**config.mk**
```make
export PLATFORM = sky130hd
export DESIGN_NAME = can_tx_scheduler
export DESIGN_NICKNAME = d
export VERILOG_FILES = /design/src/rtl/can_tx_scheduler.sv
export SDC_FILE = /design/constraint.sdc
export NUM_CORES = 1
export LEC_CHECK = 0
export BUFFER_PORTS_ARGS = -buffer_cell sky130_fd_sc_hd__buf_2
export CAP_MARGIN = 10
export CORE_MARGIN = 5
export CORE_UTILIZATION = 35
export DETAILED_ROUTE_END_ITERATION = 8
export GPL_ROUTABILITY_DRIVEN = 1
export MAX_ROUTING_LAYER = met4
export PLACE_DENSITY = 0.67
export SYNTH_ARGS = -nofsm -noshare
export SYNTH_HDL_FRONTEND = slang
export SYNTH_SLANG_ARGS = --single-unit
```
**constraint.sdc**
```tcl
create_clock -name CLK -period 2.3 [get_ports CLK]
set_input_delay 0.23 -clock CLK [delete_from_list [all_inputs] [get_ports CLK]]
set_output_delay 0.23 -clock CLK [all_outputs]
set_load 0.03 [all_outputs]
```
**src/rtl/can_tx_scheduler.sv**
```systemverilog
// Lowest-ID transmit scheduler that shares one CAN node between NUM_REQ mailboxes, with error retry.
// Optional WAIT watchdog enabled by defining CAN_TX_TIMEOUT_EN.
module can_tx_scheduler #(
    parameter int unsigned NUM_REQ     = 4,
    parameter int unsigned SEL_W       = 2,
    parameter int unsigned ID_W        = 11,
    parameter int unsigned RETRY_MAX   = 8,
    parameter int unsigned TIMEOUT_CYC = 4096
) (
    input  logic                    CLK,
    input  logic                    RST,
    input  logic [NUM_REQ-1:0]      req_valid,
    input  logic [NUM_REQ*ID_W-1:0] req_id,
    input  logic                    bus_idle,
    input  logic                    tx_busy,
    input  logic                    tx_done,
    input  logic                    tx_arb_lost,
    input  logic                    tx_error,
    output logic                    tx_start,
    output logic [SEL_W-1:0]        tx_sel,
    output logic [ID_W-1:0]         tx_id,
    output logic [NUM_REQ-1:0]      req_ack,
    output logic [NUM_REQ-1:0]      req_fail,
    output logic                    busy
);

    localparam int unsigned CNT_W = 4;

    typedef enum logic [1:0] {S_IDLE, S_SELECT, S_START, S_WAIT} state_t;

    state_t               state, state_next;
    logic [SEL_W-1:0]     tx_sel_next;
    logic [ID_W-1:0]      tx_id_next;
    logic                 tx_start_next;
    logic                 busy_next;
    logic [NUM_REQ-1:0]   ack_next, fail_next;
    logic [CNT_W-1:0]     cnt      [NUM_REQ];
    logic [CNT_W-1:0]     cnt_next [NUM_REQ];

    logic                 win_found;
    logic [SEL_W-1:0]     win_sel;
    logic [ID_W-1:0]      win_id;
    logic                 still_valid;
    logic [CNT_W-1:0]     cnt_inc;
    logic                 timeout;
    logic                 unused_ok;

    // Node busy is implied by our own WAIT state; kept only for interface completeness.
    assign unused_ok = tx_busy;

`ifdef CAN_TX_TIMEOUT_EN
    localparam int unsigned TMO_W = $clog2(TIMEOUT_CYC + 1);
    logic [TMO_W-1:0] wait_cnt;

    // Counts WAIT cycles; zero on the first WAIT cycle.
    always_ff @(posedge CLK or posedge RST) begin
        if (RST)                 wait_cnt <= '0;
        else if (state != S_WAIT) wait_cnt <= '0;
        else                     wait_cnt <= wait_cnt + TMO_W'(1);
    end

    assign timeout = (state == S_WAIT) && (wait_cnt == TMO_W'(TIMEOUT_CYC - 1));
`else
    logic [31:0] unused_tmo;
    assign unused_tmo = 32'(TIMEOUT_CYC);
    assign timeout    = 1'b0;
`endif

    // Lowest identifier among valid slots; strict compare keeps the lower index on ties.
    always_comb begin
        win_found = 1'b0;
        win_sel   = '0;
        win_id    = '1;
        for (int i = 0; i < int'(NUM_REQ); i++) begin
            if (req_valid[i] && (!win_found || (req_id[i*ID_W +: ID_W] < win_id))) begin
                win_found = 1'b1;
                win_sel   = SEL_W'(i);
                win_id    = req_id[i*ID_W +: ID_W];
            end
        end
    end

    assign still_valid = req_valid[tx_sel];
    assign cnt_inc     = cnt[tx_sel] + CNT_W'(1);

    always_comb begin
        state_next    = state;
        tx_sel_next   = tx_sel;
        tx_id_next    = tx_id;
        tx_start_next = 1'b0;
        ack_next      = '0;
        fail_next     = '0;
        for (int i = 0; i < int'(NUM_REQ); i++) cnt_next[i] = cnt[i];

        case (state)
            S_IDLE: begin
                if ((|req_valid) && bus_idle) state_next = S_SELECT;
            end
            S_SELECT: begin
                if (win_found) begin
                    tx_sel_next   = win_sel;
                    tx_id_next    = win_id;
                    tx_start_next = 1'b1;
                    state_next    = S_START;
                end else begin
                    state_next = S_IDLE;
                end
            end
            S_START: begin
                state_next = S_WAIT;
            end
            S_WAIT: begin
                // Error (or watchdog) outranks arbitration loss, which outranks done.
                if (tx_error || timeout) begin
                    state_next = S_IDLE;
                    if (!still_valid) begin
                        cnt_next[tx_sel] = '0;
                    end else if (cnt_inc == CNT_W'(RETRY_MAX)) begin
                        cnt_next[tx_sel]  = '0;
                        fail_next[tx_sel] = 1'b1;
                    end else begin
                        cnt_next[tx_sel] = cnt_inc;
                    end
                end else if (tx_arb_lost) begin
                    state_next = S_IDLE;
                    if (!still_valid) cnt_next[tx_sel] = '0;
                end else if (tx_done) begin
                    state_next       = S_IDLE;
                    cnt_next[tx_sel] = '0;
                    if (still_valid) ack_next[tx_sel] = 1'b1;
                end
            end
            default: state_next = S_IDLE;
        endcase

        busy_next = (state_next != S_IDLE);
    end

    always_ff @(posedge CLK or posedge RST) begin
        if (RST) begin
            state    <= S_IDLE;
            tx_start <= 1'b0;
            tx_sel   <= '0;
            tx_id    <= '0;
            req_ack  <= '0;
            req_fail <= '0;
            busy     <= 1'b0;
            for (int i = 0; i < int'(NUM_REQ); i++) cnt[i] <= '0;
        end else begin
            state    <= state_next;
            tx_start <= tx_start_next;
            tx_sel   <= tx_sel_next;
            tx_id    <= tx_id_next;
            req_ack  <= ack_next;
            req_fail <= fail_next;
            busy     <= busy_next;
            for (int i = 0; i < int'(NUM_REQ); i++) cnt[i] <= cnt_next[i];
        end
    end

endmodule

```
# Word-level counts from Yosys, hierarchy flattened
# Cells that the tools add are included.
# classes
add_sub_neg,1
order_cmp,7
eq_ne,5
n_mux,44
bitwise,3
n_reduce_logical,18
# op_table
operator,count
16-bit two-way mux,6
4-bit two-way mux,12
11-bit two-way mux,4
11-bit < comparator,3
16-bit AND,1
16-bit bitwise mux,1
16-bit inverter,1
2-bit two-way mux,7
1-bit two-way mux,9
4-bit binary-select mux with 2-bit select,1
4-bit demux with 2-bit select,1
2-bit case mux with 4 select lines,1
1-bit logical AND,6
4-bit by 1-bit adder with 4-bit output (second input constant),1
2-bit == test (second input constant),2
4-bit == test (second input constant),1
4-bit OR reduction,1
3-bit >= comparator (second input constant),1
1-bit zero test,3
1-bit logical OR,3
2-bit by 3-bit < comparator with 1-bit output (second input constant),1
3-bit by 1-bit < comparator with 1-bit output (second input constant),1
3-bit != test (second input constant),1
2-bit inverter with 3-bit output,1
other kinds (9),9
# word_totals
regBits,41
out_inout_bits,23
wordCells,89

# Depth between registers and ports, before layout
# Gate-level depths: netlist of the first run.
# logic_depth
word_depth,16
depth_mapped,30
ltp_nobuf,25

# Worst setup path after synthesis of the first run
# OpenSTA, ideal clock, no wires.
# synth_timing
kind,input -> register
startpoint,in req_valid[0]
endpoint,reg tx_id[0]
t_arrival_ns,5.770
t_required_ns,2.205
path_slack_ns,-3.565
stages,29
n_path_buf,4
cell_sequence,buf_4 > clkbuf_1 > nor2b_1 > ha_1 > nand4_1 > o21ai_0 > a311oi_1 > nand3_2 > nand2_1 > o22ai_1 > ha_1 > nand3_1 > or3_1 > or2_0 > a31oi_1 > a31oi_4 > o21ai_2 > buf_2 > mux2_2 > ha_1 > a21o_1 > a21o_1 > a21o_1 > a211oi_1 > o21bai_1 > a31oi_1 > clkbuf_1 > a41oi_1 > o31ai_1
# synth_via
elab_chain_cells,14
word_cells_on_any_way,21
classes_between,order compare (3); mux (8); reduce/logical (10)
# synth_lines
item,line_no,text
"start, declared",12,"input logic [NUM_REQ-1:0] req_valid,"
11-bit two-way mux / 1-bit two-way mux (equally long branches),75,if (req_valid[i] && (!win_found || (req_id[i*ID_W +: ID_W] < win_id))) begin
11-bit < comparator / 1-bit zero test (equally long branches),75,
1-bit logical OR,75,
1-bit logical AND,75,
11-bit two-way mux / 1-bit two-way mux (equally long branches),75,
11-bit < comparator / 1-bit zero test (equally long branches),75,
1-bit logical OR,75,
1-bit logical AND,75,
11-bit two-way mux / 1-bit two-way mux (equally long branches),75,
11-bit < comparator / 1-bit zero test (equally long branches),75,
1-bit logical OR,75,
1-bit logical AND,75,
1-bit two-way mux,75,
2-bit AND reduction (no source line),-,
"end signal, assigned",153,tx_id <= tx_id_next;
"end, declared",21,"output logic [ID_W-1:0] tx_id,"
# Several ways; a longest one is shown, not always the timed one.
# A chain may end at the register's enable or synchronous reset.

# Final worst setup path of the first run
# layout_timing
startpoint,in req_valid[0]
endpoint,reg tx_id[4]
# The elaborated chain is that of the path after synthesis.

==> flow_summary_export.csv, run 1 <==
group,metric,value,unit
worst_setup_path,crit_path_start,"req_valid[0]",
floorplan,dieArea,10500,sq um
place,dp_cells,547,
clock_tree,root_buffer,"clkbuf_8",
worst_setup_path,crit_slowest_cell,"mux2_4",
sta,hold_viol_final,0,
sta,fin_crit_sh,230,%
logic_synthesis,synth-edff-count,0,
clock_tree,cts.clk_slew.worst_paths,0.09,ns
sta,slew_viol_final,0,
layout,final_nets,559,
worst_setup_path,cp-endpoint,"tx_id[4]",
sta,maxSlewHeadroom,58.0,%
place,port_buffers,76,
clock_tree,cts_sinks,41,
layout,n_antenna_cell,0,
worst_setup_path,path_buf_inv,4,
place,dpl.hpwl,7220,microns
worst_setup_path,ff2ff_path_depth,5,
logic_synthesis,netlist_instances,309,
layout,layout_common_cells,"83 x buf_4, 75 x buf_2, 39 x dfrtp_1",
sta,fin_tns_setup,-38.37,ns
global_routing,grt_max_degree,42,
global_routing,grt_pass1_wl,15500,microns
sta,rsz0062_at_grt,"true",
global_routing,grt_pass1_vias,3319,
drt,vias,3120,
worst_setup_path,crit_path_max_fanout,6,
worst_setup_path,critPathCaptureType,"flop",
floorplan,io_pins,78,
global_routing,gr-usage-met1,22.6,%
power,power_density,791,nW/um^2
layout,fin_cells,579,
logic_synthesis,synthFlopType,"dfrtp_1",
worst_setup_path,critPathArrivalTime,5.48,ns
floorplan,fp.coreArea,8300,sq um
logic_synthesis,syn_nets,395,
floorplan,rows,33,
clock_tree,clk_latency,0.30,ns
clock_tree,cts_tree,"built",
drt,drt_wl_total,10200,microns
clock_tree,clockBufferDepth,2,
drt,drt_iter0_drc,107,
global_routing,grt-ovfl-total,0,
worst_setup_path,path_depth,29,
floorplan,die_h,103,microns
logic_synthesis,synth.ff_latch_count,41,
layout,synthToLayoutAreaGrowth,62.8,%
drt,ant_nets,0,
floorplan,start_util,36.2,%
place,place_congestion,0.892,
global_routing,busiest_layer,"met2",
worst_setup_path,r2r_slack,0.18,ns
worst_setup_path,start_kind,"input port",
logic_synthesis,synth.distinct_cells,44,
logic_synthesis,synth_warnings,0,
worst_setup_path,worstReg2RegEnd,"cnt[1]",
drt,vias_per_cell,5.39,
global_routing,antenna_found_initial,0,
layout,layout_commonest_cell,"buf_4",
worst_setup_path,r2r_start,"tx_sel[0]",
outcome,violations,"setup timing",
clock_tree,cts_buffers,5,
drt,drt_pre_antenna_iters,4,
worst_hold_path,hold_path_class,"input port to async pin",
power,ir_drop,0.000487,V
global_routing,grt_use_met3,3.25,%
sta,fin_ws,-2.98,ns
outcome,status,"complete, but fails checks",
worst_setup_path,critPathRequiredTime,2.50,ns
sta,finalSetupViolations,13,
sta,period_minus_slack,5.28,ns
layout,drive_gt1_share,56.1,%
worst_setup_path,crit_family,"compound AO/OA/AOI/OAI gates",
logic_synthesis,netlist_area,3000,sq um
logic_synthesis,postSynthAreaPerCell,9.71,sq um
sta,clock.fmax,189,MHz
global_routing,gr-usage-all-layers,19.2,%
power,p_leak,2.34,nW
worst_setup_path,slowest_delay,0.34,ns
worst_setup_path,critPathKind,"input port to flop",
job,max_cap_violations,0,
sta,skew,0.00823,ns
drt,drc,0,
drt,wl_per_cell,17.7,microns
global_routing,gr-usage-met2,33.3,%
sta,holdWs,0.0526,ns
logic_synthesis,yosysSeqAreaShare,34.2,%
logic_synthesis,synthArstFlopShare,100,%
floorplan,fp.dieW,103,microns
sta,worst_pin_slew,0.630,ns
clock_tree,htree_levels,2,
logic make-up (layout without fill, tap and decap cells):
logic type	Yosys count	count (layout)	synth area share [%]
compound gates	78	78	19.6
xor+xnor	2	2	0.584
fa+ha+maj	31	31	12.9
buf+inv	28	191	4.25
flops	41	41	34.2
mux	24	24	10.9
simple gates	105	107	17.6
worst register-to-register path, stage by stage (launching register included):
cell and delay, ns:
dfrtp_2 0.47, mux4_2 0.55, a21oi_1 0.16, o211a_1 0.22, nand3_1 0.26, mux2_2 0.35
synthesized netlist by cell type, types with 2 or more instances:
library cell / n / area share, %
a31oi_1: 3 / 0.63
mux2_2: 19 / 7.1
nor2_1: 20 / 2.5
nor3_1: 6 / 1.0
ha_1: 31 / 13
buf_2: 3 / 0.50
a41oi_1: 11 / 3.2
o211ai_1: 2 / 0.50
inv_1: 16 / 2.0
xor2_1: 2 / 0.58
nand4_1: 5 / 1.0
o21ai_0: 7 / 1.2
mux4_2: 5 / 3.8
nand2_1: 29 / 3.6
dfrtp_1: 41 / 34
a211oi_1: 2 / 0.50
and2_1: 12 / 2.5
a21o_1: 10 / 2.5
and2_4: 2 / 0.58
or3_1: 3 / 0.63
nand3_1: 8 / 1.3
a21oi_1: 10 / 1.7
clkbuf_1: 5 / 0.63
and3_1: 2 / 0.42
buf_4: 3 / 0.75
nor2b_1: 13 / 2.7
o22ai_1: 10 / 2.1
o31ai_1: 13 / 3.3
metrics by stage:
stage | setup slack (ns) | total power [W] | utilization (%) | instance area (sq um)
2_1_floorplan | -3.04 | 0.00229 | - | 3210
4_1_cts | -2.80 | 0.00373 | 55.1 | 4570
3_3_place_gp | -3.32 | 0.00285 | 49.8 | 4130
3_5_place_dp | -3.48 | 0.00291 | 49.8 | 4130
5_1_grt | -3.16 | 0.00414 | 58.8 | 4880
6_report | -2.98 | 0.00386 | 58.8 | 4880
worst min path at each step:
stage | cells after the start | end
finish | 3 | req_ack[3]
global route | 3 | req_ack[3]
CTS | 3 | req_ack[3]
detailed placement | 3 | req_ack[3]
global placement | 3 | req_fail[3]
floorplan | 2 | req_ack[1]
registers in the layout, summed over array words and instances, names as in the netlist:
signal / cells
busy: 1
cnt: 16
req_ack: 4
req_fail: 4
state: 2
tx_id: 11
tx_sel: 2
tx_start: 1
where the power goes:
part | switching [W] | internal (W)
combinational | 0.00112 | 0.000956
sequential | 0.000150 | 0.000930
clock | 0.000265 | 0.000437
repair_timing:
item                                    in CTS  in global routing
cloned                                       2                  1
gates resized for setup                     23                 45
hold buffers                                 0                  0
endpoints found under the setup margin      13                 16
setup buffers                               16                  6
pin swaps                                    8                 21
final cells by class:
class | instances | area (sq um)
clock buffers | 5 | 68.8
clock inverters | 3 | 68.8
fillers | 698 | 3420
inverters | 16 | 60.1
multi-input cells | 242 | 2400
flip-flops and latches | 41 | 1030
well taps | 105 | 131
repair buffers | 167 | 1120
per-layer routing:
metal	up-vias	routed length (microns)
met3	21	480
met1	1512	4270
met4	0	205
li1	1486	-
met2	101	5270
met5	-	0
Note: power is estimated with default switching activity, not from simulation.
==> inputs of run 2 (changes only) <==
RECOVER_POWER = 100   (was default)
==> flow_summary_export.csv, run 2 (same netlist as run 1, synthesis figures left out) <==
group,metric,value,unit
power,combinationalPowerShare,53.2,%
power,ir_drop,0.000477,V
worst_setup_path,path_depth,29,
clock_tree,cts_buffers,5,
worst_setup_path,r2r_slack,0.05,ns
power,power_density,787,nW/um^2
sta,clock.fmax,189,MHz
floorplan,die_h,103,microns
global_routing,grt-ovfl-total,0,
worst_setup_path,worstReg2RegEnd,"cnt[1]",
layout,drive_gt1_share,50.4,%
worst_setup_path,critPathCaptureType,"flop",
worst_setup_path,ff2ff_path_depth,6,
clock_tree,clockBufferDepth,2,
sta,period_minus_slack,5.28,ns
clock_tree,root_buffer,"clkbuf_8",
layout,fin_cells,579,
global_routing,gr-usage-all-layers,19.2,%
drt,vias,3101,
layout,largest_reg_flops,16,
floorplan,fp.dieW,103,microns
floorplan,fp.coreArea,8300,sq um
worst_setup_path,crit_family,"compound AO/OA/AOI/OAI gates",
global_routing,grt_pass1_wl,15500,microns
drt,drt_pre_antenna_iters,5,
layout,top_regs,"cnt: 16 flops, tx_id: 11 flops",
worst_setup_path,critPathArrivalTime,5.48,ns
layout,layout_commonest_cell,"buf_4",
sta,hold_viol_final,0,
power,power_switching,0.00154,W
drt,wl_per_cell,17.6,microns
worst_setup_path,start_kind,"input port",
sta,slew_viol_final,0,
drt,drt_iter0_drc,118,
clock_tree,cts.clk_slew.worst_paths,0.09,ns
clock_tree,clk_latency,0.29,ns
power,power.internal,0.00227,W
worst_setup_path,path_buf_inv,4,
layout,layout_common_cells,"80 x buf_4, 52 x buf_2, 41 x dfrtp_1",
clock_tree,htree_levels,2,
drt,vias_per_cell,5.36,
floorplan,io_pins,78,
worst_setup_path,crit_path_start,"req_valid[0]",
drt,drc,0,
layout,fill_cells,703,
sta,finalSetupViolations,13,
sta,skew,0.00821,ns
layout,n_antenna_cell,0,
drt,ant_nets,0,
clock_tree,postCtsHoldBufs,0,
sta,maxSlewHeadroom,32.4,%
worst_setup_path,crit_slowest_cell,"mux2_4",
power,power_frac_clock,18.4,%
clock_tree,cts_sinks,41,
job,max_cap_violations,0,
worst_setup_path,cp-endpoint,"tx_id[4]",
layout,fin_area,4840,sq um
outcome,violations,"setup timing",
place,port_buffers,76,
drt,drt_wl_total,10200,microns
worst_setup_path,slowest_delay,0.34,ns
place,place_congestion,0.892,
sta,fin_ws,-2.98,ns
worst_setup_path,critPathRequiredTime,2.50,ns
sta,fin_tns_setup,-38.32,ns
sta,rsz0062_at_grt,"true",
floorplan,start_util,36.2,%
power,p_leak,2.26,nW
outcome,status,"complete, but fails checks",
layout,synthToLayoutAreaGrowth,61.4,%
worst_setup_path,crit_path_max_fanout,6,
sta,fin_crit_sh,230,%
clock_tree,cts_tree,"built",
worst_setup_path,critPathKind,"input port to flop",
place,dp_cells,547,
place,dpl.hpwl,7220,microns
floorplan,rows,33,
worst_setup_path,r2r_start,"tx_sel[1]",
worst_hold_path,hold_path_class,"input port to flop",
layout,regMostFlops,"cnt",
global_routing,antenna_found_initial,0,
power,seq_power_share,28.4,%
floorplan,dieArea,10500,sq um
global_routing,grt_pass1_vias,3319,
place,placedInstanceArea,4130,sq um
layout,final_nets,559,
sta,worst_pin_slew,1.01,ns
global_routing,grt_max_degree,42,
power,swShare,40.4,%
run 2: worst min-delay path by stage:
stage | startpoint | to | cells after the start
after floorplan | req_valid[1] | req_ack[1] | 2
after global placement | RST | req_fail[3] | 3
after detailed placement | RST | req_ack[3] | 3
after CTS | RST | req_ack[3] | 3
after global routing | bus_idle | state[0] | 3
final | req_id[42] | tx_id[9] | 3
run 2: final cells by class:
cell class | count | area, sq um | share of cell area (%)
Multi-Input combinational cell | 242 | 2400 | 49.6
Timing Repair Buffer | 167 | 1090 | 22.4
Sequential cell | 41 | 1030 | 21.2
Tap cell | 105 | 131 | 2.71
Clock buffer | 5 | 68.8 | 1.42
Clock inverter | 3 | 68.8 | 1.42
Inverter | 16 | 60.1 | 1.24
run 2: worst min-delay path, delay by kind of cell:
| family | cells | cell delay, ns |
|---|---|---|
| buffers and inverters | 1 | 0.10 |
| AO/OA/AOI/OAI | 2 | 0.15 |
run 2: power groups by stage:
stage / Clock (W) / Sequential, W / Combinational [W]
3_5_place_dp: 0 / 0.00110 / 0.00181
6_report: 0.000701 / 0.00108 / 0.00203
4_1_cts: 0.000721 / 0.00108 / 0.00192
2_1_floorplan: 0 / 0.00130 / 0.000995
5_1_grt: 0.000759 / 0.00112 / 0.00221
3_3_place_gp: 0 / 0.00109 / 0.00176
run 2: layer usage:
layer,wire length [microns],track usage [%],vias up
met5,0,-,-
met4,204,6.16,0
met3,549,3.25,19
met2,5240,33.3,110
met1,4210,22.6,1487
li1,-,-,1485
run 2: stage by stage:
stage / hold WS, ns / setup slack (ns) / power, W / utilization (%)
floorplan: 0.362 / -3.04 / 0.00229 / -
global placement: 0.381 / -3.32 / 0.00285 / 49.8
detailed placement: 0.391 / -3.48 / 0.00291 / 49.8
CTS: 0.0623 / -2.80 / 0.00373 / 55.1
global route: 0.221 / -3.16 / 0.00409 / 58.3
finish: 0.224 / -2.98 / 0.00381 / 58.3
run 2: what timing repair did:
| item | 4_1_cts | 5_1_grt |
|---|---|---|
| setup endpoints to repair | 13 | 16 |
| pin swaps | 8 | 21 |
| buffers inserted | 16 | 6 |
| endpoints found under the hold margin | 0 | 0 |
| resized for setup | 23 | 45 |
| cloned | 2 | 1 |
